**config.mk**
```make
export PLATFORM = sky130hd
export DESIGN_NAME = evm_ballot_ctrl
export DESIGN_NICKNAME = d
export VERILOG_FILES = /design/src/rtl/evm_pkg.sv /design/src/rtl/evm_debounce.sv /design/src/rtl/evm_ballot_ctrl.sv
export SDC_FILE = /design/constraint.sdc
export NUM_CORES = 1
export LEC_CHECK = 0
export BUFFER_PORTS_ARGS = -buffer_cell sky130_fd_sc_hd__buf_2
export CORE_MARGIN = 2
export CORE_UTILIZATION = 50
export DETAILED_ROUTE_END_ITERATION = 12
export GPL_ROUTABILITY_DRIVEN = 0
export PLACE_DENSITY = 0.74
export SETUP_SLACK_MARGIN = 0.15
export SLEW_MARGIN = 20
export SYNTH_ARGS = -nofsm -noshare
export SYNTH_HDL_FRONTEND = slang
export SYNTH_HIERARCHICAL = 1
export SYNTH_SLANG_ARGS = --single-unit
```
**constraint.sdc**
```tcl
create_clock -name clk -period 2.1 [get_ports clk]
set_clock_uncertainty 0.1 [all_clocks]
set_input_delay 0.42 -clock clk [delete_from_list [all_inputs] [get_ports clk]]
set_output_delay 0.42 -clock clk [all_outputs]
set_load 0.05 [all_outputs]
```
**src/rtl/evm_pkg.sv**
```systemverilog
// ============================================================================
// Module : evm_pkg
// Brief  : Shared state encoding, party count and selector decode helpers.
// Rev    : 1.0
// ============================================================================
`default_nettype none

package evm_pkg;

    localparam int N_PARTIES = 4;

    typedef enum logic [2:0] {
        ST_IDLE     = 3'd0,
        ST_WAIT_ARM = 3'd1,
        ST_ARMED    = 3'd2,
        ST_CAST     = 3'd3,
        ST_LOCKED   = 3'd4,
        ST_FULL     = 3'd5
    } state_e;

    function automatic logic is_onehot(input logic [N_PARTIES-1:0] sel);
        logic [N_PARTIES-1:0] dec;
        dec = sel - {{(N_PARTIES-1){1'b0}}, 1'b1};
        return (sel != '0) && ((sel & dec) == '0);
    endfunction

    function automatic logic [1:0] onehot_idx(input logic [N_PARTIES-1:0] sel);
        logic [1:0] idx;
        idx = 2'd0;
        for (int i = 0; i < N_PARTIES; i++) begin
            if (sel[i]) idx = 2'(i);
        end
        return idx;
    endfunction

endpackage

`default_nettype wire

```
**src/rtl/evm_debounce.sv**
```systemverilog
// ============================================================================
// Module : evm_debounce
// Brief  : 2-flop synchroniser plus level debouncer with rising-edge pulse.
// Rev    : 1.0
// ============================================================================
`default_nettype none

module evm_debounce #(
    parameter int DEBOUNCE_CYC = 16
) (
    input  logic clk,
    input  logic reset_n,
    input  logic btn_i,
    output logic level_o,
    output logic rise_o
);

    localparam int CW = (DEBOUNCE_CYC > 1) ? $clog2(DEBOUNCE_CYC) : 1;

    logic          sync1_q;
    logic          sync2_q;
    logic          level_q;
    logic          rise_q;
    logic [CW-1:0] cnt_q;

    // cnt_q counts consecutive samples that disagree with the accepted level
    always_ff @(posedge clk) begin
        if (!reset_n) begin
            sync1_q <= 1'b0;
            sync2_q <= 1'b0;
            level_q <= 1'b0;
            rise_q  <= 1'b0;
            cnt_q   <= '0;
        end else begin
            sync1_q <= btn_i;
            sync2_q <= sync1_q;
            rise_q  <= 1'b0;
            if (sync2_q == level_q) begin
                cnt_q <= '0;
            end else if (cnt_q == CW'(DEBOUNCE_CYC - 1)) begin
                level_q <= sync2_q;
                rise_q  <= sync2_q;
                cnt_q   <= '0;
            end else begin
                cnt_q <= cnt_q + CW'(1);
            end
        end
    end

    assign level_o = level_q;
    assign rise_o  = rise_q;

endmodule

`default_nettype wire

```
**src/rtl/evm_ballot_ctrl.sv**
```systemverilog
// ============================================================================
// Module : evm_ballot_ctrl
// Brief  : Ballot unit control FSM: arm, cast, timeout and session vote count.
// Rev    : 1.0
// ============================================================================
`default_nettype none

module evm_ballot_ctrl
    import evm_pkg::*;
#(
    parameter int DEBOUNCE_CYC = 16,
    parameter int TIMEOUT_CYC  = 1000,
    parameter int MAX_VOTES    = 127
) (
    input  logic                 clk,
    input  logic                 reset_n,
    input  logic                 session_open,
    input  logic                 arm,
    input  logic [N_PARTIES-1:0] voter_switch,
    input  logic                 push_button,
    output logic                 vote_strobe,
    output logic [1:0]           vote_party,
    output logic                 ballot_ready,
    output logic                 err_invalid,
    output logic                 err_timeout,
    output logic [6:0]           total_votes,
    output logic [2:0]           state
);

    localparam int TW = (TIMEOUT_CYC > 1) ? $clog2(TIMEOUT_CYC) : 1;

    logic          btn_level;
    logic          btn_rise;
    state_e        state_q;
    logic [TW-1:0] tmo_q;
    logic          vote_strobe_q;
    logic [1:0]    vote_party_q;
    logic          ballot_ready_q;
    logic          err_invalid_q;
    logic          err_timeout_q;
    logic [6:0]    total_q;

    evm_debounce #(
        .DEBOUNCE_CYC (DEBOUNCE_CYC)
    ) u_debounce (
        .clk     (clk),
        .reset_n (reset_n),
        .btn_i   (push_button),
        .level_o (btn_level),
        .rise_o  (btn_rise)
    );

    // The strobe already left in CAST, so the vote is counted even if polling closes then
    always_ff @(posedge clk) begin
        if (!reset_n) begin
            state_q        <= ST_IDLE;
            tmo_q          <= '0;
            vote_strobe_q  <= 1'b0;
            vote_party_q   <= 2'd0;
            ballot_ready_q <= 1'b0;
            err_invalid_q  <= 1'b0;
            err_timeout_q  <= 1'b0;
            total_q        <= 7'd0;
        end else begin
            vote_strobe_q  <= 1'b0;
            err_invalid_q  <= 1'b0;
            err_timeout_q  <= 1'b0;
            ballot_ready_q <= 1'b0;
            if (state_q == ST_CAST) begin
                total_q <= total_q + 7'd1;
                if ((total_q + 7'd1) == 7'(MAX_VOTES))
                    state_q <= ST_FULL;
                else
                    state_q <= session_open ? ST_LOCKED : ST_IDLE;
            end else if (state_q != ST_FULL && !session_open) begin
                state_q <= ST_IDLE;
            end else begin
                case (state_q)
                    ST_IDLE: state_q <= ST_WAIT_ARM;
                    ST_WAIT_ARM: begin
                        if (arm) begin
                            state_q        <= ST_ARMED;
                            tmo_q          <= '0;
                            ballot_ready_q <= 1'b1;
                        end
                    end
                    ST_ARMED: begin
                        if (btn_rise && is_onehot(voter_switch)) begin
                            state_q       <= ST_CAST;
                            vote_party_q  <= onehot_idx(voter_switch);
                            vote_strobe_q <= 1'b1;
                        end else if (tmo_q == TW'(TIMEOUT_CYC - 1)) begin
                            state_q       <= ST_WAIT_ARM;
                            err_timeout_q <= 1'b1;
                        end else begin
                            ballot_ready_q <= 1'b1;
                            err_invalid_q  <= btn_rise;
                            tmo_q          <= tmo_q + TW'(1);
                        end
                    end
                    ST_LOCKED: begin
                        if (!btn_level) state_q <= ST_WAIT_ARM;
                    end
                    ST_FULL: state_q <= ST_FULL;
                    default: state_q <= ST_IDLE;
                endcase
            end
        end
    end

    assign vote_strobe  = vote_strobe_q;
    assign vote_party   = vote_party_q;
    assign ballot_ready = ballot_ready_q;
    assign err_invalid  = err_invalid_q;
    assign err_timeout  = err_timeout_q;
    assign total_votes  = total_q;
    assign state        = state_q;

endmodule

`default_nettype wire

```
## After elaboration in Yosys (flattened, before gate mapping)

Index checks and enable logic that the tools add are counted.

- Bitwise gates (word level): 7
- Reduce and logical (&&, ||, !) cells: 18
- $add $sub $neg: 4
- Equal/unequal tests: 16
- Muxes and demuxes: 22

Operators by type and width:

| kind | count |
|---|---|
| $mux 10 | 3 |
| $mux 3 | 8 |
| $pmux 10 s2 | 1 |
| $pmux 3 s5 | 1 |
| $add 10x1->10 const B | 1 |
| $eq 10x10->1 const B | 1 |
| $reduce_or 3->1 | 3 |
| $ne 4x4->1 const B | 2 |
| $add 7x1->7 const B | 1 |
| $eq 7x7->1 const B | 1 |
| $eq 3x2->1 const B | 2 |
| $eq 3x3->1 const B | 2 |
| $mux 1 | 6 |
| $ne 2x2->1 const B | 3 |
| $not 1->1 | 6 |
| $reduce_and 6->1 | 1 |
| $reduce_or 6->1 | 1 |
| $ne 5x5->1 const B | 1 |
| $reduce_or 5->1 | 1 |
| $add 4x1->4 const B | 1 |
| $and 4x4->4 | 1 |
| $eq 4x4->1 const B | 1 |
| $logic_not 4->1 | 1 |
| $mux 2 | 2 |
| 14 further kinds | 16 |

- Input bits: 9
- Logic and storage cells: 80
- Bits in registers: 34

## Logic depth before layout (Yosys ltp)

- Depth after elaboration: 9
- Depth in mapped cells: 7

## Cells and area by module

The synthesis kept the hierarchy.

Modules (own cells, without submodules):

| module | area each (µm²) | cells each | times used |
|---|---|---|---|
| evm_ballot_ctrl | 1408.9 | 166 | 1 |
| evm_debounce | 274.0 | 26 | 1 |

## Worst setup path before layout

OpenSTA, ideal clock, no wires.

- Path kind: register -> register
- Start point: register state_q[0] (netlist: state[0])
- End point: register tmo_q[2]
- Clock period less this slack: 2.177 ns
- Path buffers: 2
- Slack: -0.077 ns
- Stages on the path, launching flop included: 8
- Data arrival time: 2.005 ns
- Path through: dfxtp_1 -> buf_6 -> nand3b_4 -> a21o_1 -> a41o_1 -> buf_6 -> or4_1 -> a21oi_1

- Longest elaborated chain between the ends: 4
- Elaborated cells between the ends (all ways): 13
- Those cells by class: eq/ne: 7; mux: 1; bitwise: 2; reduce/logical: 3

RTL lines:

| element | RTL line | text |
|---|---|---|
| start, declared | evm_ballot_ctrl.sv:34 | `state_e state_q;` |
| start signal, assigned | evm_ballot_ctrl.sv:74 | `state_q <= session_open ? ST_LOCKED : ST_IDLE;` |
| branches (longest 4 deep; another with $reduce_and 6->1) | - |  |
| end signal, assigned | evm_ballot_ctrl.sv:98 | `tmo_q <= tmo_q + TW'(1);` |
| end, declared | evm_ballot_ctrl.sv:35 | `logic [TW-1:0] tmo_q;` |

Parallel ways; which one is timed is not known.
A chain may end at the register's enable or synchronous reset.

## Final worst setup path

- Start point: register state_q[2] (netlist: state[2])
- End point: register tmo_q[4]

The elaborated chain is that of the path after synthesis.

==> metrics.txt <==
outcome finished, final reports clean; vias in the first global route 1323; P_leak 0.791 nW; Final Hold Viols 0; Pwr Density 604 nW/µm²; grt total ovfl 0; initial antenna violation count 0; Clock transition at path regs 0.12 ns; Cell variety after synth 40; first-pass GRT wire length 5560 µm; drt wl/cell 12.5 µm; register bit total from synthesis 34; htree depth 2; DRT Wirelength 3410 µm; Cell Area, Synth 1680 µm²; worst slew pin tran 0.441 ns; CP Class flip-flop to flip-flop; Post-CTS Setup Bufs 0; antenna cells 0; CP max FO 9; Vias/cell 5.47; sequential share of the synthesized area 0.404; Vias 1494; cell count after synthesis 192; RSZ-0062 raised after global routing true; Die ar. 3850 µm²; CP max stage delay 0.50 ns; Clock Path Buffers 2; top cells by area, synth dfxtp_1 40%, nor2_1 4.2%, xor2_1 4.2%; Post-Synthesis Mean Instance Area 8.76 µm²; hpwl dp 2420 µm; initial core utilization 0.512; setup slack, reg-to-reg 0.19 ns; Final Net Count 239; EDFF count, synth 0; All-Layer GR Usage 0.198; maximum VDD drop 0.000489 V; Period Utilization, post-route 0.909; Crit. End Element flip-flop; CTS tree yes; cts hold-fix bufs 0; Layout fillers 279; startpoint types flip-flop; top_reg_cell synth dfxtp_1; Ports 25; antenna viol nets, final 0; slowest CP cell or4_1; yosys warns 6; largest net degree at the start of global routing 14; Fmax achieved 524 MHz; row count 21; Inst Count DP 265; Syn Nets 205; # setup viols final 0; Slew Limit Fails 0; layout cell share with drive strength beyond 1 0.260; most frequent cells in the layout 30 x dfxtp_1, 24 x buf_2, 19 x nor2_1; area leader, netlist dfxtp_1; core area 3280 µm²; Clk Latency, worst-skew pair 0.35 ns; final non-filler cell total 273; hold crit path type input port to flip-flop; Data arrival, critical path 2.09 ns; Die W 62.0 µm; Slew Limit Headroom 0.705; DR iter-0 viols 65; CP cell instances nand2b_1 > a21o_4 > a41o_4 > or4_1 > a21oi_1; Hold Slack 0.166 ns; commonest non-fill, non-tap cell in the layout dfxtp_1; clk root buf clkbuf_4; drc violations 0; die height 62.0 µm; Period minus WS final 1.91 ns; area share of the largest cell type after synthesis 0.404; WP data required 2.28 ns; clock sink total 34; async set or reset register ratio after synthesis 0; max-cap violations 0; DR pass1 iterations 4; Num CTS Buffers 5; Syn-to-layout area delta 21.8%; I/O Buffers 24
-- report_power, final --
part	switching (mW)	internal (mW)
registers	0.00640	0.649
logic	0.0533	0.0374
clock network	0.240	0.251
-- cell usage after synthesis (all sizes together), types with 5 or more instances --
| master | n |
|---|---|
| dfxtp | 34 |
| nor2 | 19 |
| nand2 | 15 |
| nand3 | 12 |
| a21oi | 11 |
| xor2 | 8 |
| inv | 7 |
| nor3 | 7 |
| o21ai | 7 |
| mux2i | 6 |
| nand4 | 5 |
-- through the flow --
stage / utilization / power, mW / area (µm²) / setup slack, ns / TNS (ns)
after CTS: 0.605 / 1.24 / 1990 / 0.135 / 0
after detailed placement: 0.580 / 0.756 / 1900 / -0.00158 / -0.00158
after floorplan: - / 0.725 / 1710 / 0.143 / 0
after global placement: 0.580 / 0.755 / 1900 / 0.0879 / 0
after global routing: 0.624 / 1.29 / 2050 / 0.0649 / 0
final: 0.624 / 1.24 / 2050 / 0.191 / 0
-- worst max-delay path, delay by kind of cell (launching register included) --
kind	cells	cell delay, ns
AND/OR/NAND/NOR	2	0.71
AO/OA/AOI/OAI	3	0.66
flip-flops	1	0.38
-- state kept, by name, indices dropped and copies added, names as in the netlist --
name,flops
tmo_q,10
total_votes,7
u_debounce/cnt_q,4
state,3
vote_party,2
ballot_ready,1
err_invalid,1
err_timeout,1
u_debounce/level_o,1
u_debounce/rise_o,1
u_debounce/sync1_q,1
u_debounce/sync2_q,1
vote_strobe,1
-- final cells by class --
| type | instances | area, µm² | share of cell area |
|---|---|---|---|
| Clock buffer | 5 | 37.5 | 0.0183 |
| Inverter | 7 | 26.3 | 0.0128 |
| Multi-Input combinational cell | 147 | 1020 | 0.499 |
| Tap cell | 46 | 57.6 | 0.0281 |
| Timing Repair Buffer | 31 | 173 | 0.0842 |
| Clock inverter | 3 | 43.8 | 0.0214 |
| Sequential cell | 34 | 688 | 0.336 |
-- routing by layer --
| layer | vias up | global-route usage | wire length [µm] |
|---|---|---|---|
| met5 | - | 0 | 0 |
| met4 | 0 | 0.0912 | 44 |
| met3 | 7 | 0.0497 | 171 |
| met2 | 36 | 0.311 | 1550 |
| met1 | 690 | 0.254 | 1640 |
| li1 | 761 | - | - |
-- logic make-up after synthesis --
family / synth area share
simple gates: 0.296
xor+xnor: 0.0573
fa+ha+maj: 0.0297
buf+inv: 0.0379
flops: 0.404
mux: 0.0357
compound gates: 0.139
-- final timing paths --
path / from / endpoint / depth (start not counted)
setup / recovery: state[2]$_SDFFE_PN0P_ / tmo_q[4]$_SDFFE_PN0P_ / 5
hold reg to reg: u_debounce/sync1_q$_SDFF_PN0_ / u_debounce/sync2_q$_SDFF_PN0_ / 1
hold / removal: push_button / u_debounce/sync1_q$_SDFF_PN0_ / 2
setup reg to reg: state[2]$_SDFFE_PN0P_ / tmo_q[4]$_SDFFE_PN0P_ / 5
-- what timing repair did --
item	in CTS	in global routing
endpoints found under the hold margin	0	0
gates resized for setup	2	10
endpoints found under the setup margin	2	9
pin swaps	0	2
Power figures use the tool's default switching activity.
